## config.mk

```make
export PLATFORM = sky130hd
export DESIGN_NAME = fetch_decode_buffer_flat
export DESIGN_NICKNAME = d
export VERILOG_FILES = /design/src/rtl/fetch_decode_buffer_if.sv /design/src/rtl/fetch_decode_buffer.sv /design/src/flat_wrapper.sv
export SDC_FILE = /design/constraint.sdc
export NUM_CORES = 1
export LEC_CHECK = 0
export ABC_AREA = 1
export BUFFER_PORTS_ARGS = -buffer_cell sky130_fd_sc_hd__clkbuf_2
export CAP_MARGIN = 0
export CORE_MARGIN = 2
export CORE_UTILIZATION = 55
export CTS_CLUSTER_DIAMETER = 150
export DETAILED_ROUTE_END_ITERATION = 8
export PLACE_DENSITY_LB_ADDON = 0.2
export SKIP_LAST_GASP = 1
export SYNTH_ARGS = -nofsm -noshare
export SYNTH_HDL_FRONTEND = slang
export SYNTH_SLANG_ARGS = --single-unit
export TNS_END_PERCENT = 100
```

## constraint.sdc

```tcl
create_clock -name clk -period 4.9 [get_ports clk]
set_input_delay 0.735 -clock clk [delete_from_list [all_inputs] [get_ports clk]]
set_output_delay 0.735 -clock clk [all_outputs]
set_load 0.005 [all_outputs]
```

## src/rtl/fetch_decode_buffer_if.sv

```systemverilog
// Fetch/decode handshake bundle for the fetch_decode_buffer.
//   master : the surrounding pipeline (drives fetch inputs, flush, decode ready)
//   slave  : the buffer itself
// Fetch side  : in_valid, in_inst, in_pc -> buffer ; in_ready <- buffer
// Decode side : out_valid, out_inst, out_pc, out_pc4 <- buffer ; out_ready -> buffer
// Control     : flush (taken branch) -> buffer
interface fetch_decode_buffer_if;
    logic        in_valid;
    logic [31:0] in_inst;
    logic [31:0] in_pc;
    logic        in_ready;
    logic        flush;
    logic        out_valid;
    logic [31:0] out_inst;
    logic [31:0] out_pc;
    logic [31:0] out_pc4;
    logic        out_ready;

    modport master (
        output in_valid, in_inst, in_pc, flush, out_ready,
        input  in_ready, out_valid, out_inst, out_pc, out_pc4
    );

    modport slave (
        input  in_valid, in_inst, in_pc, flush, out_ready,
        output in_ready, out_valid, out_inst, out_pc, out_pc4
    );
endinterface

```

## src/rtl/fetch_decode_buffer.sv

```systemverilog
// Two-entry skid FIFO between fetch and decode, holding {inst, pc} pairs.
// Ports:
//   clk        : sole clock, rising edge
//   rst_n      : asynchronous active-low reset of control state
//   bus        : fetch/decode handshake bundle (slave side)
//   bubble_cnt : saturating count of cycles decode was ready but got nothing
// in_ready depends only on registered occupancy, so there is no combinational
// path from out_ready or flush back to the fetch stage.
module fetch_decode_buffer #(
    parameter logic [31:0] NOP_INST = 32'h0000_0000,
    parameter int unsigned CNT_W    = 16
) (
    input  logic               clk,
    input  logic               rst_n,
    fetch_decode_buffer_if.slave bus,
    output logic [CNT_W-1:0]   bubble_cnt
);

    logic [31:0] inst_mem [2];
    logic [31:0] pc_mem   [2];

    logic [1:0]       count_q, count_d;
    logic             wr_ptr_q, wr_ptr_d;
    logic             rd_ptr_q, rd_ptr_d;
    logic [CNT_W-1:0] bubble_q, bubble_d;

    logic push;
    logic pop;

    assign bus.in_ready  = ~count_q[1];
    assign bus.out_valid = (count_q != 2'd0);

    assign push = bus.in_valid & bus.in_ready & ~bus.flush;
    assign pop  = bus.out_valid & bus.out_ready & ~bus.flush;

    assign bus.out_inst = bus.out_valid ? inst_mem[rd_ptr_q] : NOP_INST;
    assign bus.out_pc   = bus.out_valid ? pc_mem[rd_ptr_q] : 32'h0;
    assign bus.out_pc4  = bus.out_pc + 32'd4;
    assign bubble_cnt   = bubble_q;

    always_comb begin
        count_d  = count_q;
        wr_ptr_d = wr_ptr_q ^ push;
        rd_ptr_d = rd_ptr_q ^ pop;
        bubble_d = bubble_q;
        unique case ({push, pop})
            2'b10:   count_d = count_q + 2'd1;
            2'b01:   count_d = count_q - 2'd1;
            default: count_d = count_q;
        endcase
        if (bus.flush) begin
            count_d  = 2'd0;
            wr_ptr_d = 1'b0;
            rd_ptr_d = 1'b0;
        end
        if (!bus.out_valid && bus.out_ready && !bus.flush && (bubble_q != '1)) begin
            bubble_d = bubble_q + 1'b1;
        end
    end

    always_ff @(posedge clk or negedge rst_n) begin
        if (!rst_n) begin
            count_q  <= 2'd0;
            wr_ptr_q <= 1'b0;
            rd_ptr_q <= 1'b0;
            bubble_q <= '0;
        end else begin
            count_q  <= count_d;
            wr_ptr_q <= wr_ptr_d;
            rd_ptr_q <= rd_ptr_d;
            bubble_q <= bubble_d;
        end
    end

    // Data storage carries no reset; occupancy alone decides what is valid.
    always_ff @(posedge clk) begin
        if (push) begin
            inst_mem[wr_ptr_q] <= bus.in_inst;
            pc_mem[wr_ptr_q]   <= bus.in_pc;
        end
    end

endmodule

```

## src/flat_wrapper.sv

```systemverilog
// flat-port wrapper written by rule: the top's interface ports become plain ports
module fetch_decode_buffer_flat 
#(
    parameter logic [31:0] NOP_INST = 32'h0000_0000,
    parameter int unsigned CNT_W    = 16
)
  (clk, rst_n, bubble_cnt, bus_in_valid, bus_in_inst, bus_in_pc, bus_flush, bus_out_ready, bus_in_ready, bus_out_valid, bus_out_inst, bus_out_pc, bus_out_pc4);
  fetch_decode_buffer_if bus_i ();
  input  logic clk;
  input  logic rst_n;
  output logic [CNT_W-1:0] bubble_cnt;
  input wire logic [$bits(bus_i.in_valid)-1:0] bus_in_valid;
  input wire logic [$bits(bus_i.in_inst)-1:0] bus_in_inst;
  input wire logic [$bits(bus_i.in_pc)-1:0] bus_in_pc;
  input wire logic [$bits(bus_i.flush)-1:0] bus_flush;
  input wire logic [$bits(bus_i.out_ready)-1:0] bus_out_ready;
  output wire logic [$bits(bus_i.in_ready)-1:0] bus_in_ready;
  output wire logic [$bits(bus_i.out_valid)-1:0] bus_out_valid;
  output wire logic [$bits(bus_i.out_inst)-1:0] bus_out_inst;
  output wire logic [$bits(bus_i.out_pc)-1:0] bus_out_pc;
  output wire logic [$bits(bus_i.out_pc4)-1:0] bus_out_pc4;
  assign bus_i.in_valid = bus_in_valid;
  assign bus_i.in_inst = bus_in_inst;
  assign bus_i.in_pc = bus_in_pc;
  assign bus_i.flush = bus_flush;
  assign bus_i.out_ready = bus_out_ready;
  assign bus_in_ready = bus_i.in_ready;
  assign bus_out_valid = bus_i.out_valid;
  assign bus_out_inst = bus_i.out_inst;
  assign bus_out_pc = bus_i.out_pc;
  assign bus_out_pc4 = bus_i.out_pc4;
  fetch_decode_buffer #(.NOP_INST(NOP_INST), .CNT_W(CNT_W)) u_core (.clk(clk), .rst_n(rst_n), .bus(bus_i), .bubble_cnt(bubble_cnt));
endmodule
```

== Word level (Yosys, flattened, before mapping) ==
Memories as Yosys holds them, arrays and structs flattened.
Cells that the tools add are included.
Word-level totals
  bits in writable memories: 128
  register bits after elaboration: 20
  logic and storage cells: 36
  output and inout bits: 114
  memories: 2
  input bits: 69
Cells by class
  equal/unequal tests: 3
  reduce and logical (&&, ||, !) cells: 7
  multiplexer cells: 8
  bitwise logic cells: 8
  add/sub/neg operators: 4
Memories
  u_core.inst_mem: words 2, bits a word 32, rd ports 1, clocked after Yosys merged registers in 0, write ports 1, RTL line fetch_decode_buffer.sv:19  | logic [31:0] inst_mem [2];
  u_core.pc_mem: words 2, bits a word 32, rd ports 1, clocked after Yosys merged registers in 0, write ports 1, RTL line fetch_decode_buffer.sv:20  | logic [31:0] pc_mem [2];
Operators by type and width (number)
  2-to-1 mux 32 bit: 2
  adder 32 x 3 -> 32 bit (second input constant): 1
  adder 16 x 1 -> 16 bit (second input constant): 1
  inequality test 16 bit (second input constant): 1
  bitwise AND 1 bit: 4
  2-to-1 mux 1 bit: 4
  one-hot mux 2 bit (2 select lines): 1
  logical AND 1 bit: 3
  nonzero test 3 bit: 1
  adder 2 x 1 -> 2 bit (second input constant): 1
  equality test 2 x 1 -> 1 bit (second input constant): 1
  equality test 2 bit (second input constant): 1
  zero test 1 bit: 2
  2-to-1 mux 2 bit: 1
  NOT 1 bit: 2
  nonzero test 2 bit: 1
  subtractor 2 x 1 -> 2 bit (second input constant): 1
  XOR 1 bit: 2

== Logic depth before layout (Yosys ltp) ==
  depth after elaboration: 6
  gate-level depth with buffers: 15
  gate-level depth less buffers: 13

== Least setup slack after synthesis ==
Ideal clock, no wire load.
  path kind: input-to-reg
  start: in bus_flush
  end: mem u_core.inst_mem[1][0], enable pin
  slack: 1.845 ns
  arrival time: 2.626 ns
  cell stages on the path: 4
  setup time: 0.429 ns
  cells stage by stage: inv_1 nand2_1 nor2_1 ha_1
Between the ends
  longest elaborated chain between the ends: 4
Ends and longest elaborated chain
  start, declared: RTL line flat_wrapper.sv:15  | input wire logic [$bits(bus_i.flush)-1:0] bus_flush;
  NOT 1 bit: RTL line fetch_decode_buffer.sv:33  | assign push = bus.in_valid & bus.in_ready & ~bus.flush;
  bitwise AND 1 bit: RTL line fetch_decode_buffer.sv:33
  2-to-1 mux 1 bit: RTL line fetch_decode_buffer.sv:77  | if (push) begin
  2-to-1 mux 1 bit (not written as such): RTL line fetch_decode_buffer.sv:78  | inst_mem[wr_ptr_q] <= bus.in_inst;
  end, declared: RTL line fetch_decode_buffer.sv:19
Every way passes these cells.

== Final worst setup path ==
  start: reg u_core.rd_ptr_q
  end: out bus_out_pc4[18]
Between the ends
  longest elaborated chain between the ends: 3
Ends and longest elaborated chain
  start, declared: RTL line fetch_decode_buffer.sv:24  | logic rd_ptr_q, rd_ptr_d;
  start signal, assigned: RTL line fetch_decode_buffer.sv:70  | rd_ptr_q <= rd_ptr_d;
  memory read (2 x 32 bit)
  2-to-1 mux 32 bit: RTL line fetch_decode_buffer.sv:37  | assign bus.out_pc = bus.out_valid ? pc_mem[rd_ptr_q] : 32'h0;
  adder 32 x 3 -> 32 bit: RTL line fetch_decode_buffer.sv:38  | assign bus.out_pc4 = bus.out_pc + 32'd4;
  end, declared: RTL line flat_wrapper.sv:21  | output wire logic [$bits(bus_i.out_pc4)-1:0] bus_out_pc4;
Every way passes these cells.

==> impl_metrics.ini <==
[layout]
area_growth_pct = 22.4
multiInputGateArea_sq_um = 2320
antenna-diode-count = 0
drive_gt1_share_pct = 27.1
regArea_sq_um = 4350
design_area_sq_um = 8640
nFillCells = 958
fin_nets = 992

[run]
maxCapViolations = 0

[worst_setup_path]
required_ns = 4.16
crit_top_cell = inv_1
crit_chain = buf_4 > or2_2 > nand2_1 > inv_1 > ha_1 > inv_1 > nor2_2 > nand2_2 > nor2_1 > xor2_1 > clkbuf_2
worstSetupEndpointType = primary output
cp.arrival_ns = 2.95
start_kind = register
critical_path.max_fanout = 68
crit_type = register to primary output
cp_slowest_cell = buf_4
cp_slowest_stage_delay_ns = 0.58

[timing]
clock_skew_ns = 0.00716
rsz0062_at_grt = no
timing.setup.tns_ns = 0
finalSetupViolCount = 0
slew_headroom_pct = 51.6
min_period_ns = 3.69
holdWs_ns = 0.281
min_period_over_period_pct = 75.3
clock.fmax_mhz = 271
drv_slew = 0
hold_viol_final = 0
tightest_slew_ns = 0.726

[synth]
synth.ff_latch_count = 148
syn_nets = 813
ys.flop_type = edfxtp_1
synth_top_area_share_pct = 54.4
syn-cell-area_sq_um = 7060
synthArstFlopShare_pct = 13.5
yosysMostFrequentCell = nand2_1
ys_types = 28
synthCells = 740
yosys_warnings = 0
yosysTopAreaCell = edfxtp_1
synth.avg_cell_area_sq_um = 9.54
synth_commonest_cells = 292 x nand2_1, 128 x edfxtp_1, 56 x inv_1, 50 x nor2_1, 48 x nand3_1
synth_edf_count = 128
yosysSeqAreaShare_pct = 61.5
netlist_top_cells_area = edfxtp_1 54%, nand2_1 16%, dfrtp_1 7.1%

[pwr]
max-vdd-ir-drop_mv = 0.294
power.total_mw = 4.35
powerDensity_nw_per_um2 = 504
power_leakage_nw = 3.92

[clocking]
clk_pin_slew_ns = 0.06
cts_tree = done
clk_latency_ns = 0.41
cts_buffer_depth = 2
postCtsSetupRepairBufs = 0
ctsResizeCount = 0
numClockSinks = 148
htree_levels = 4
cts_buffers = 17
ctsHoldBuffers = 0
cts_root_buf = clkbuf_16

[die]
die_area_sq_um = 13800
rows = 41
die_x_microns = 117
die_h_microns = 117
io_pins = 183
core_sq_um = 12600
initial_core_util_pct = 56.2

[route]
vias = 5599
wl_per_cell_microns = 14.5
met1_length_microns = 6630
via_per_inst = 5.07
antenna_left = 0
wl_met2_microns = 7850
drc_errors = 0
met3_length_microns = 1310
drt_iter0_markers = 533
routed_wl_microns = 16000
top_layer = met4
drt_pass1_iterations = 6

[global_route]
overflow = 0
grt_pass1_vias = 5429
antenna_found_initial = 0
grt_max_degree = 69
grt_pass1_wl_microns = 25800
grt_use_total_pct = 23.5

[placed_design]
hpwl_microns = 11300
gp_congestion = 0.917
portBuffers = 182
placed_cell_area_sq_um = 8060

[worst_hold_path]
min_path_type = primary input to asynchronous set/reset pin

[run_status]
status = finished clean
==> registers in the layout (all words and copies together) (netlist names) <==
| register | cells |
|---|---|
| u_core.rd_ptr_q | 1 |
| u_core.bubble_cnt | 16 |
| u_core.pc_mem | 64 |
| u_core.wr_ptr_q | 1 |
| u_core.inst_mem | 64 |
| u_core.count_q | 2 |
==> report_power, final <==
group | leakage [nW] | switching (mW) | internal [mW]
registers | 1.44 | 0.0567 | 1.50
logic | 2.20 | 0.994 | 0.544
clock network | 0.276 | 0.505 | 0.757
total | 3.92 | 1.56 | 2.80
==> cell families after synthesis <==
group	count (synthesis)	share of synthesized area [%]
AO/OA/AOI/OAI	48	3.46
XOR/XNOR	25	3.10
adder cells (fa/ha/maj)	4	0.709
buffers and inverters	87	5.81
flip-flops	148	61.5
AND/OR/NAND/NOR	428	25.4
==> stage by stage <==
| step | setup slack (ns) | std cells | util (%) |
|---|---|---|---|
| after floorplan | 1.84 | 740 | - |
| after global placement | 1.76 | 1072 | 64.1 |
| after detailed placement | 1.64 | 1072 | 64.1 |
| after CTS | 1.18 | 1104 | 68.8 |
| after global routing | 0.957 | 1104 | 68.8 |
| final | 1.21 | 1104 | 68.8 |
==> layout by cell type (no fill, tap or decap), drive strengths merged, types with 12 or more instances in the layout <==
| cell type | count |
|---|---|
| xor2 | 18 |
| inv | 63 |
| dfrtp | 20 |
| nor2 | 65 |
| nand3 | 53 |
| o21ai | 12 |
| nand2 | 300 |
| edfxtp | 128 |
| clkbuf | 200 |
| a21oi | 36 |
==> metal layers <==
layer | vias to the layer above | GRT usage (%)
li1 | 2778 | -
met1 | 2541 | 29.3
met2 | 262 | 39.6
met3 | 18 | 7.15
met4 | 0 | 7.23
met5 | - | 0
==> critical path, delay by kind of cell (launching register included) <==
kind                     cells  cell delay, ns
adder cells (fa/ha/maj)      1            0.19
AND/OR/NAND/NOR              5            0.82
flip-flops                   1            0.40
XOR/XNOR                     1            0.16
buffers and inverters        4            0.96
==> worst paths after layout <==
kind                                           start                     to  slack [ns]  cells after the start
worst max register to register     u_core.count_q[1]   u_core.bubble_cnt[2]        2.54                      7
worst max-delay path                 u_core.rd_ptr_q        bus_out_pc4[18]        1.21                     11
min in group clk                      bus_in_inst[8]  u_core.inst_mem[1][8]        0.51                      1
worst min-delay path                           rst_n   u_core.bubble_cnt[7]        0.28                      1
max in group asynchronous                      rst_n        u_core.rd_ptr_q        4.24                      1
worst min register to register  u_core.bubble_cnt[0]   u_core.bubble_cnt[0]        0.53                      1
==> area by class of cell <==
cell class,count,area share (%)
Sequential cell,148,50.3
Clock inverter,14,1.77
Inverter,59,2.62
Tap cell,172,2.49
Clock buffer,18,4.97
Multi-Input combinational cell,505,26.8
Timing Repair Buffer,188,11.1
Note: power is estimated with default switching activity, not from simulation.
